--- src/rtl/hs_pkg.sv ---
// ---------------------------------------------------------------------------
// hs_pkg
// Shared definitions for the handshake merge/arbitration block.
//   MODE_RR / MODE_FIXED : arbitration mode selectors
//   clog2_min1()         : channel-index width, never narrower than one bit
// ---------------------------------------------------------------------------
package hs_pkg;

  localparam int MODE_RR    = 0;
  localparam int MODE_FIXED = 1;

  // Index width for n channels; a 1-channel or 2-channel index still needs 1 bit.
  function automatic int clog2_min1(input int n);
    return (n <= 2) ? 1 : $clog2(n);
  endfunction

endpackage

--- src/rtl/hs_merge_arb_if.sv ---
// ---------------------------------------------------------------------------
// hs_merge_arb_if
// Bundles the per-channel input handshake and the shared output port.
//   in_valid  [NCH]        per-channel request
//   in_data   [NCH*WIDTH]  channel k at bits [k*WIDTH +: WIDTH]
//   in_idle   [NCH]        per-channel slot empty
//   out_busy               consumer stall
//   out_valid              output word present
//   out_data  [WIDTH]      output word
//   out_ch    [CHW]        source channel of out_data
//   err_ovf   [NCH]        sticky overflow flags
// Modports: slave = merge block, master = producers/consumer side.
// ---------------------------------------------------------------------------
interface hs_merge_arb_if
  import hs_pkg::*;
#(
  parameter int WIDTH = 32,
  parameter int NCH   = 4
);
  localparam int CHW = clog2_min1(NCH);

  logic [NCH-1:0]       in_valid;
  logic [NCH*WIDTH-1:0] in_data;
  logic [NCH-1:0]       in_idle;
  logic                 out_busy;
  logic                 out_valid;
  logic [WIDTH-1:0]     out_data;
  logic [CHW-1:0]       out_ch;
  logic [NCH-1:0]       err_ovf;

  modport slave (
    input  in_valid, in_data, out_busy,
    output in_idle, out_valid, out_data, out_ch, err_ovf
  );

  modport master (
    output in_valid, in_data, out_busy,
    input  in_idle, out_valid, out_data, out_ch, err_ovf
  );

endinterface

--- src/rtl/hs_arb_core.sv ---
// ---------------------------------------------------------------------------
// hs_arb_core
// Combinational grant selection over NCH requests with an owned round-robin
// pointer.
//   clk, rst  : clock, asynchronous active-high reset
//   req [NCH] : request vector (full slots)
//   en        : grant is taken this cycle (pointer advances on en && gnt_vld)
//   gnt_vld   : at least one request present
//   gnt_idx   : selected channel
// MODE_RR searches upward from the pointer with wrap; MODE_FIXED picks the
// lowest-index request and ignores the pointer.
// ---------------------------------------------------------------------------
module hs_arb_core
  import hs_pkg::*;
#(
  parameter int NCH  = 4,
  parameter int MODE = MODE_RR
)(
  input  logic                         clk,
  input  logic                         rst,
  input  logic [NCH-1:0]               req,
  input  logic                         en,
  output logic                         gnt_vld,
  output logic [clog2_min1(NCH)-1:0]   gnt_idx
);
  localparam int CHW = clog2_min1(NCH);

  logic [CHW-1:0] r_ptr;
  int             w_j;

  always_comb begin
    gnt_vld = 1'b0;
    gnt_idx = '0;
    w_j     = 0;
    for (int i = 0; i < NCH; i++) begin
      w_j = (MODE == MODE_RR) ? int'(r_ptr) + i : i;
      if (w_j >= NCH) w_j = w_j - NCH;
      if (!gnt_vld && req[w_j]) begin
        gnt_vld = 1'b1;
        gnt_idx = CHW'(w_j);
      end
    end
  end

  // Pointer moves just past the winner so it gets lowest precedence next time.
  always_ff @(posedge clk or posedge rst) begin
    if (rst) begin
      r_ptr <= '0;
    end else if (en && gnt_vld) begin
      r_ptr <= (int'(gnt_idx) == NCH - 1) ? '0 : gnt_idx + 1'b1;
    end
  end

endmodule

--- src/rtl/hs_merge_arb.sv ---
// ---------------------------------------------------------------------------
// hs_merge_arb
// N-channel handshake merger: one holding slot per source channel, full slots
// arbitrated (round-robin or fixed priority) onto one registered output with
// valid/busy back-pressure.
//   clk  : clock, all state on rising edge
//   rst  : asynchronous active-high reset
//   bus  : hs_merge_arb_if.slave (in_valid/in_data/in_idle per channel,
//          out_busy/out_valid/out_data/out_ch, err_ovf)
// Capture to output takes two edges; the output sustains one word per cycle.
// ---------------------------------------------------------------------------
module hs_merge_arb
  import hs_pkg::*;
#(
  parameter int WIDTH = 32,
  parameter int NCH   = 4,
  parameter int MODE  = MODE_RR
)(
  input  logic              clk,
  input  logic              rst,
  hs_merge_arb_if.slave     bus
);
  localparam int CHW = clog2_min1(NCH);

  logic [NCH-1:0]   r_full_p0;
  logic [WIDTH-1:0] r_slot_data_p0 [NCH];
  logic [NCH-1:0]   r_err;

  logic             r_out_vld_p1;
  logic [WIDTH-1:0] r_out_data_p1;
  logic [CHW-1:0]   r_out_ch_p1;

  logic             w_ld;
  logic             w_gnt_vld;
  logic [CHW-1:0]   w_gnt_idx;
  logic [NCH-1:0]   w_cap;
  logic [NCH-1:0]   w_clr;

  // Output register can accept a word when empty or when its word leaves now.
  assign w_ld  = ~r_out_vld_p1 | ~bus.out_busy;
  assign w_cap = bus.in_valid & ~r_full_p0;

  always_comb begin
    w_clr = '0;
    if (w_ld && w_gnt_vld) w_clr[w_gnt_idx] = 1'b1;
  end

  hs_arb_core #(
    .NCH  (NCH),
    .MODE (MODE)
  ) u_arb (
    .clk     (clk),
    .rst     (rst),
    .req     (r_full_p0),
    .en      (w_ld),
    .gnt_vld (w_gnt_vld),
    .gnt_idx (w_gnt_idx)
  );

  // ---- stage p0: per-channel holding slots ----
  // Capture needs an empty slot and a grant needs a full one, so the set and
  // clear terms never hit the same bit.
  always_ff @(posedge clk or posedge rst) begin
    if (rst) begin
      r_full_p0 <= '0;
      r_err     <= '0;
    end else begin
      r_full_p0 <= (r_full_p0 | w_cap) & ~w_clr;
      r_err     <= r_err | (bus.in_valid & r_full_p0);
    end
  end

  always_ff @(posedge clk) begin
    for (int k = 0; k < NCH; k++) begin
      if (w_cap[k]) r_slot_data_p0[k] <= bus.in_data[k*WIDTH +: WIDTH];
    end
  end

  // ---- stage p1: registered output port ----
  // With nothing granted the bus is driven to zero rather than holding stale data.
  always_ff @(posedge clk or posedge rst) begin
    if (rst) begin
      r_out_vld_p1  <= 1'b0;
      r_out_data_p1 <= '0;
      r_out_ch_p1   <= '0;
    end else if (w_ld) begin
      if (w_gnt_vld) begin
        r_out_vld_p1  <= 1'b1;
        r_out_data_p1 <= r_slot_data_p0[w_gnt_idx];
        r_out_ch_p1   <= w_gnt_idx;
      end else begin
        r_out_vld_p1  <= 1'b0;
        r_out_data_p1 <= '0;
        r_out_ch_p1   <= '0;
      end
    end
  end

  assign bus.in_idle   = ~r_full_p0;
  assign bus.out_valid = r_out_vld_p1;
  assign bus.out_data  = r_out_data_p1;
  assign bus.out_ch    = r_out_ch_p1;
  assign bus.err_ovf   = r_err;

endmodule

--- src/flat_wrapper.sv ---
// flat-port wrapper written by rule: the top's interface ports become plain ports
module hs_merge_arb_flat import hs_pkg::*;
#(
  parameter int WIDTH = 32,
  parameter int NCH   = 4,
  parameter int MODE  = MODE_RR
)
  (clk, rst, bus_in_valid, bus_in_data, bus_out_busy, bus_in_idle, bus_out_valid, bus_out_data, bus_out_ch, bus_err_ovf);
  hs_merge_arb_if #(.WIDTH(WIDTH), .NCH(NCH)) bus_i ();
  input  logic clk;
  input  logic rst;
  input wire logic [$bits(bus_i.in_valid)-1:0] bus_in_valid;
  input wire logic [$bits(bus_i.in_data)-1:0] bus_in_data;
  input wire logic [$bits(bus_i.out_busy)-1:0] bus_out_busy;
  output wire logic [$bits(bus_i.in_idle)-1:0] bus_in_idle;
  output wire logic [$bits(bus_i.out_valid)-1:0] bus_out_valid;
  output wire logic [$bits(bus_i.out_data)-1:0] bus_out_data;
  output wire logic [$bits(bus_i.out_ch)-1:0] bus_out_ch;
  output wire logic [$bits(bus_i.err_ovf)-1:0] bus_err_ovf;
  assign bus_i.in_valid = bus_in_valid;
  assign bus_i.in_data = bus_in_data;
  assign bus_i.out_busy = bus_out_busy;
  assign bus_in_idle = bus_i.in_idle;
  assign bus_out_valid = bus_i.out_valid;
  assign bus_out_data = bus_i.out_data;
  assign bus_out_ch = bus_i.out_ch;
  assign bus_err_ovf = bus_i.err_ovf;
  hs_merge_arb #(.WIDTH(WIDTH), .NCH(NCH), .MODE(MODE)) u_core (.clk(clk), .rst(rst), .bus(bus_i));
endmodule
--- config.mk ---
export PLATFORM = sky130hd
export DESIGN_NAME = hs_merge_arb_flat
export DESIGN_NICKNAME = d
export VERILOG_FILES = /design/src/rtl/hs_pkg.sv /design/src/rtl/hs_merge_arb_if.sv /design/src/rtl/hs_arb_core.sv /design/src/rtl/hs_merge_arb.sv /design/src/flat_wrapper.sv
export SDC_FILE = /design/constraint.sdc
export NUM_CORES = 1
export LEC_CHECK = 0
export BUFFER_PORTS_ARGS = -buffer_cell sky130_fd_sc_hd__buf_2
export CAP_MARGIN = 10
export CORE_MARGIN = 4
export CORE_UTILIZATION = 30
export DETAILED_ROUTE_END_ITERATION = 12
export PLACE_DENSITY_LB_ADDON = 0.25
export SLEW_MARGIN = 20
export SYNTH_ARGS = -nofsm -noshare
export SYNTH_HDL_FRONTEND = slang
export SYNTH_SLANG_ARGS = --single-unit
--- constraint.sdc ---
create_clock -name clk -period 2.31 [get_ports clk]
set_clock_uncertainty 0.15 [all_clocks]
set_input_delay 0.693 -clock clk [delete_from_list [all_inputs] [get_ports clk]]
set_output_delay 0.693 -clock clk [all_outputs]
set_load 0.05 [all_outputs]
==> impl_metrics.ini <==
[status]
status = finished, final reports clean

[die]
io_pins = 178
floorplan.die.width_um = 156
core-area_um2 = 21300
std_cell_rows = 53
die_area_um2 = 24300
y_dimension_of_the_die_um = 156
floorplan.initialDensity_pct = 30.9

[critical_path]
crit_family = buffers and inverters
critPathCaptureType = output port
critPathArrivalTime_ns = 1.37
worstSetupPathType = flip-flop to output port
critical_path.cell_chain = buf_4 -> inv_1 -> buf_2
worst-path-max-fanout = 8
worstPathBufferInverterCount = 3
worst_path_largest_cell_delay_ns = 0.46
cp.required_ns = 1.47
critPathLaunch = u_core.r_full_p0[0]$_DFF_PP0_
nature_of_the_critical_path_startpoint = flip-flop
worst_r2r_startpoint = u_core.u_arb.r_ptr[1]$_DFFE_PP0P_
timing.critical_path.slowest_stage_cell = sky130_fd_sc_hd__dfrtp_1

[cts]
worstSkewPairLatency_ns = 0.44
cts_resized = 0
clock-sinks = 173
cts-root-to-sink-buffers = 2
cts_tree = built
clock_tree.root_cell = sky130_fd_sc_hd__clkbuf_16
cts.clk_slew.worst_paths_ns = 0.08
cts.htree.levels = 4
cts_post_setup_buffers_inserted = 0
tritoncts.num_buffers = 17
cts_hold_buf = 0

[placement]
detailedPlacementHpwl_um = 12300
io_buffer_count = 177
gp_congestion = 0.776
total_placed_instance_area_um2 = 7940
pre_cts_ws_ns = 0.0947

[routing]
wl_met2_um = 8830
drt_first_pass_iters = 4
viasPerCell = 4.72
ant_nets = 0
met3WireLength_um = 1590
drt-initial-drc-count = 175
postRouteWirelength_um = 18100
highest_layer_used_for_signal_routing = met5
m1WireLength_um = 7580
drc = 0
routed-via-count = 4414
drt-wirelength-per-cell_um = 19.4

[flow_run]
drv.max_cap_violation_count = 0

[finish]
finalNetCount = 782
syn2layout_area_growth_pct = 30.5
share_of_cells_above_drive_strength_1_pct = 40.4
fillerInstances = 2021
fin_util_pct = 40.3
postLayoutCellArea_um2 = 8580

[sta]
worst_slack_ns = 0.101
timing.final.crit_share_pct = 95.6
final-hold-violation-count = 0
layout_min_cycle_time_ns = 2.21
timing.final.max_slew_violations = 0
slew_worst_pin_ns = 0.491
number_of_failing_setup_endpoints_in_the_final_timing_report = 0
fmax_mhz = 453
slew_headroom_pct = 67.3

[global_routing]
antenna_found_initial = 4
grt_max_degree = 46
first_pass_grt_wire_length_um = 27500
global_route.usage.total_pct = 15.1
first_global_vias = 4833
grt_remaining_overflow = 0

[yosys]
ys_types = 30
post_synth_top_area_share_pct = 58.5
synth_edf_count = 128
top_count_cell_post_synth = sky130_fd_sc_hd__edfxtp_1
mappedNetlistArea_um2 = 6570
yosys_register_bits = 173
syn_avg_cell_area_um2 = 14.6
synthesized_nets = 587
synth_flop_cell = sky130_fd_sc_hd__edfxtp_1
cell_count_after_synthesis = 451
ys_top_cells_by_count = 128 x sky130_fd_sc_hd__edfxtp_1, 111 x sky130_fd_sc_hd__nand2_1, 45 x sky130_fd_sc_hd__dfrtp_1, 37 x sky130_fd_sc_hd__a21oi_1, 33 x sky130_fd_sc_hd__a211o_1
synth-seq-area-share_pct = 75.6
synth_warnings = 0
post_synth_main_area_contributors = sky130_fd_sc_hd__edfxtp_1 58%, sky130_fd_sc_hd__dfrtp_1 17%, sky130_fd_sc_hd__nand2_1 6.3%
post-synth-top-area-cell = sky130_fd_sc_hd__edfxtp_1
async_flop_share_pct = 26.0

[pwr]
ir_drop_v = 0.000748
p_leak_nw = 3.64
power_per_cell_area_nw_per_um2 = 1400

[worst_hold_path]
hold_crit_path_type = input pin to asynchronous set/reset pin
[cell families (layout without fill, tap and decap cells)]
family | Yosys count | in the layout | share of synthesized area, %
simple gates | 132 | 132 | 8.26
mux | 1 | 1 | 0.152
buf+inv | 31 | 239 | 2.97
other cells | 0 | 2 | 0
flops | 173 | 173 | 75.6
fa+ha+maj | 1 | 1 | 0.190
compound gates | 113 | 113 | 12.8
[routing by layer]
metal	vias to the layer above	GRT usage, %
met2	191	25.0
met4	6	3.25
met1	2155	19.2
met5	-	0
li1	2045	-
met3	17	5.19
[area by class of cell]
class / instances / area, um^2 / share of cell area [%]
Antenna cell: 2 / 5.00 / 0.0583
Clock buffer: 17 / 425 / 4.96
Clock inverter: 15 / 195 / 2.28
Inverter: 6 / 22.5 / 0.263
Multi-Input combinational cell: 247 / 1450 / 16.9
Sequential cell: 173 / 4970 / 57.9
Tap cell: 275 / 344 / 4.01
Timing Repair Buffer: 201 / 1170 / 13.6
[where the power goes]
group	internal, mW	switching (mW)	total, mW
Sequential	4.04	0.327	4.36
Combinational	1.51	3.19	4.70
Clock	1.57	1.38	2.96
Total	7.11	4.90	12.0
[worst reg2reg max path: cells and delay by family (launching register included)]
family	cells	cell delay (ns)
DFF	1	0.46
and+or+nand+nor	1	0.12
AOI/OAI and AO/OA	4	1.02
buffers and inverters	2	0.28
[per-stage QoR]
step / hold WS (ns) / total power [mW] / instances / TNS (ns)
floorplan: 0.285 / 7.71 / 451 / 0
global placement: 0.285 / 9.12 / 902 / 0
detailed placement: 0.290 / 9.19 / 902 / 0
CTS: 0.149 / 12.2 / 934 / 0
global route: 0.172 / 12.7 / 935 / -0.00294
finish: 0.154 / 12.0 / 936 / 0
[registers in the layout, indices dropped and copies added, names as in the netlist]
register               cells
u_core.bus.err_ovf         4
u_core.bus.out_ch          2
u_core.bus.out_data       32
u_core.bus.out_valid       1
u_core.r_full_p0           4
u_core.r_slot_data_p0    128
u_core.u_arb.r_ptr         2
[cell usage in the layout, fill, tap and decap left out, types with 2 or more instances in the layout]
cell                        netlist  layout
sky130_fd_sc_hd__a22o_1          12      12
sky130_fd_sc_hd__a211o_1         33      32
sky130_fd_sc_hd__dfrtp_1         45      45
sky130_fd_sc_hd__inv_8            0       5
sky130_fd_sc_hd__buf_12           0       8
sky130_fd_sc_hd__inv_6            0       3
sky130_fd_sc_hd__inv_1            4       3
sky130_fd_sc_hd__nand2_1        111     111
sky130_fd_sc_hd__clkbuf_16        0      17
sky130_fd_sc_hd__buf_4            2      16
sky130_fd_sc_hd__a21oi_2         20      20
sky130_fd_sc_hd__edfxtp_1       128     128
sky130_fd_sc_hd__diode_2          0       2
sky130_fd_sc_hd__clkinv_4         0       2
sky130_fd_sc_hd__nor2_1           9       9
sky130_fd_sc_hd__inv_2            2       3
sky130_fd_sc_hd__buf_2            9     177
sky130_fd_sc_hd__a21o_1           5       5
sky130_fd_sc_hd__clkinv_8         0       4
sky130_fd_sc_hd__a21oi_1         37      37
sky130_fd_sc_hd__nor2b_4          0       4
[final timing paths]
kind                                                          end  slack, ns  cells after the start
setup / recovery                                   bus_in_idle[0]       0.10                      3
hold / removal                  u_core.u_arb.r_ptr[0]$_DFFE_PP0P_       0.15                      3
setup reg to reg              u_core.bus.out_data[16]$_DFFE_PP0N_       0.15                      7
hold reg to reg                   u_core.bus.err_ovf[2]$_DFF_PP0_       0.31                      1
max in group asynchronous         u_core.bus.err_ovf[0]$_DFF_PP0_       1.61                      3
min in group clk           u_core.r_slot_data_p0[2][24]$_DFFE_PP_       0.27                      1
(Power assumes the default switching activity.)
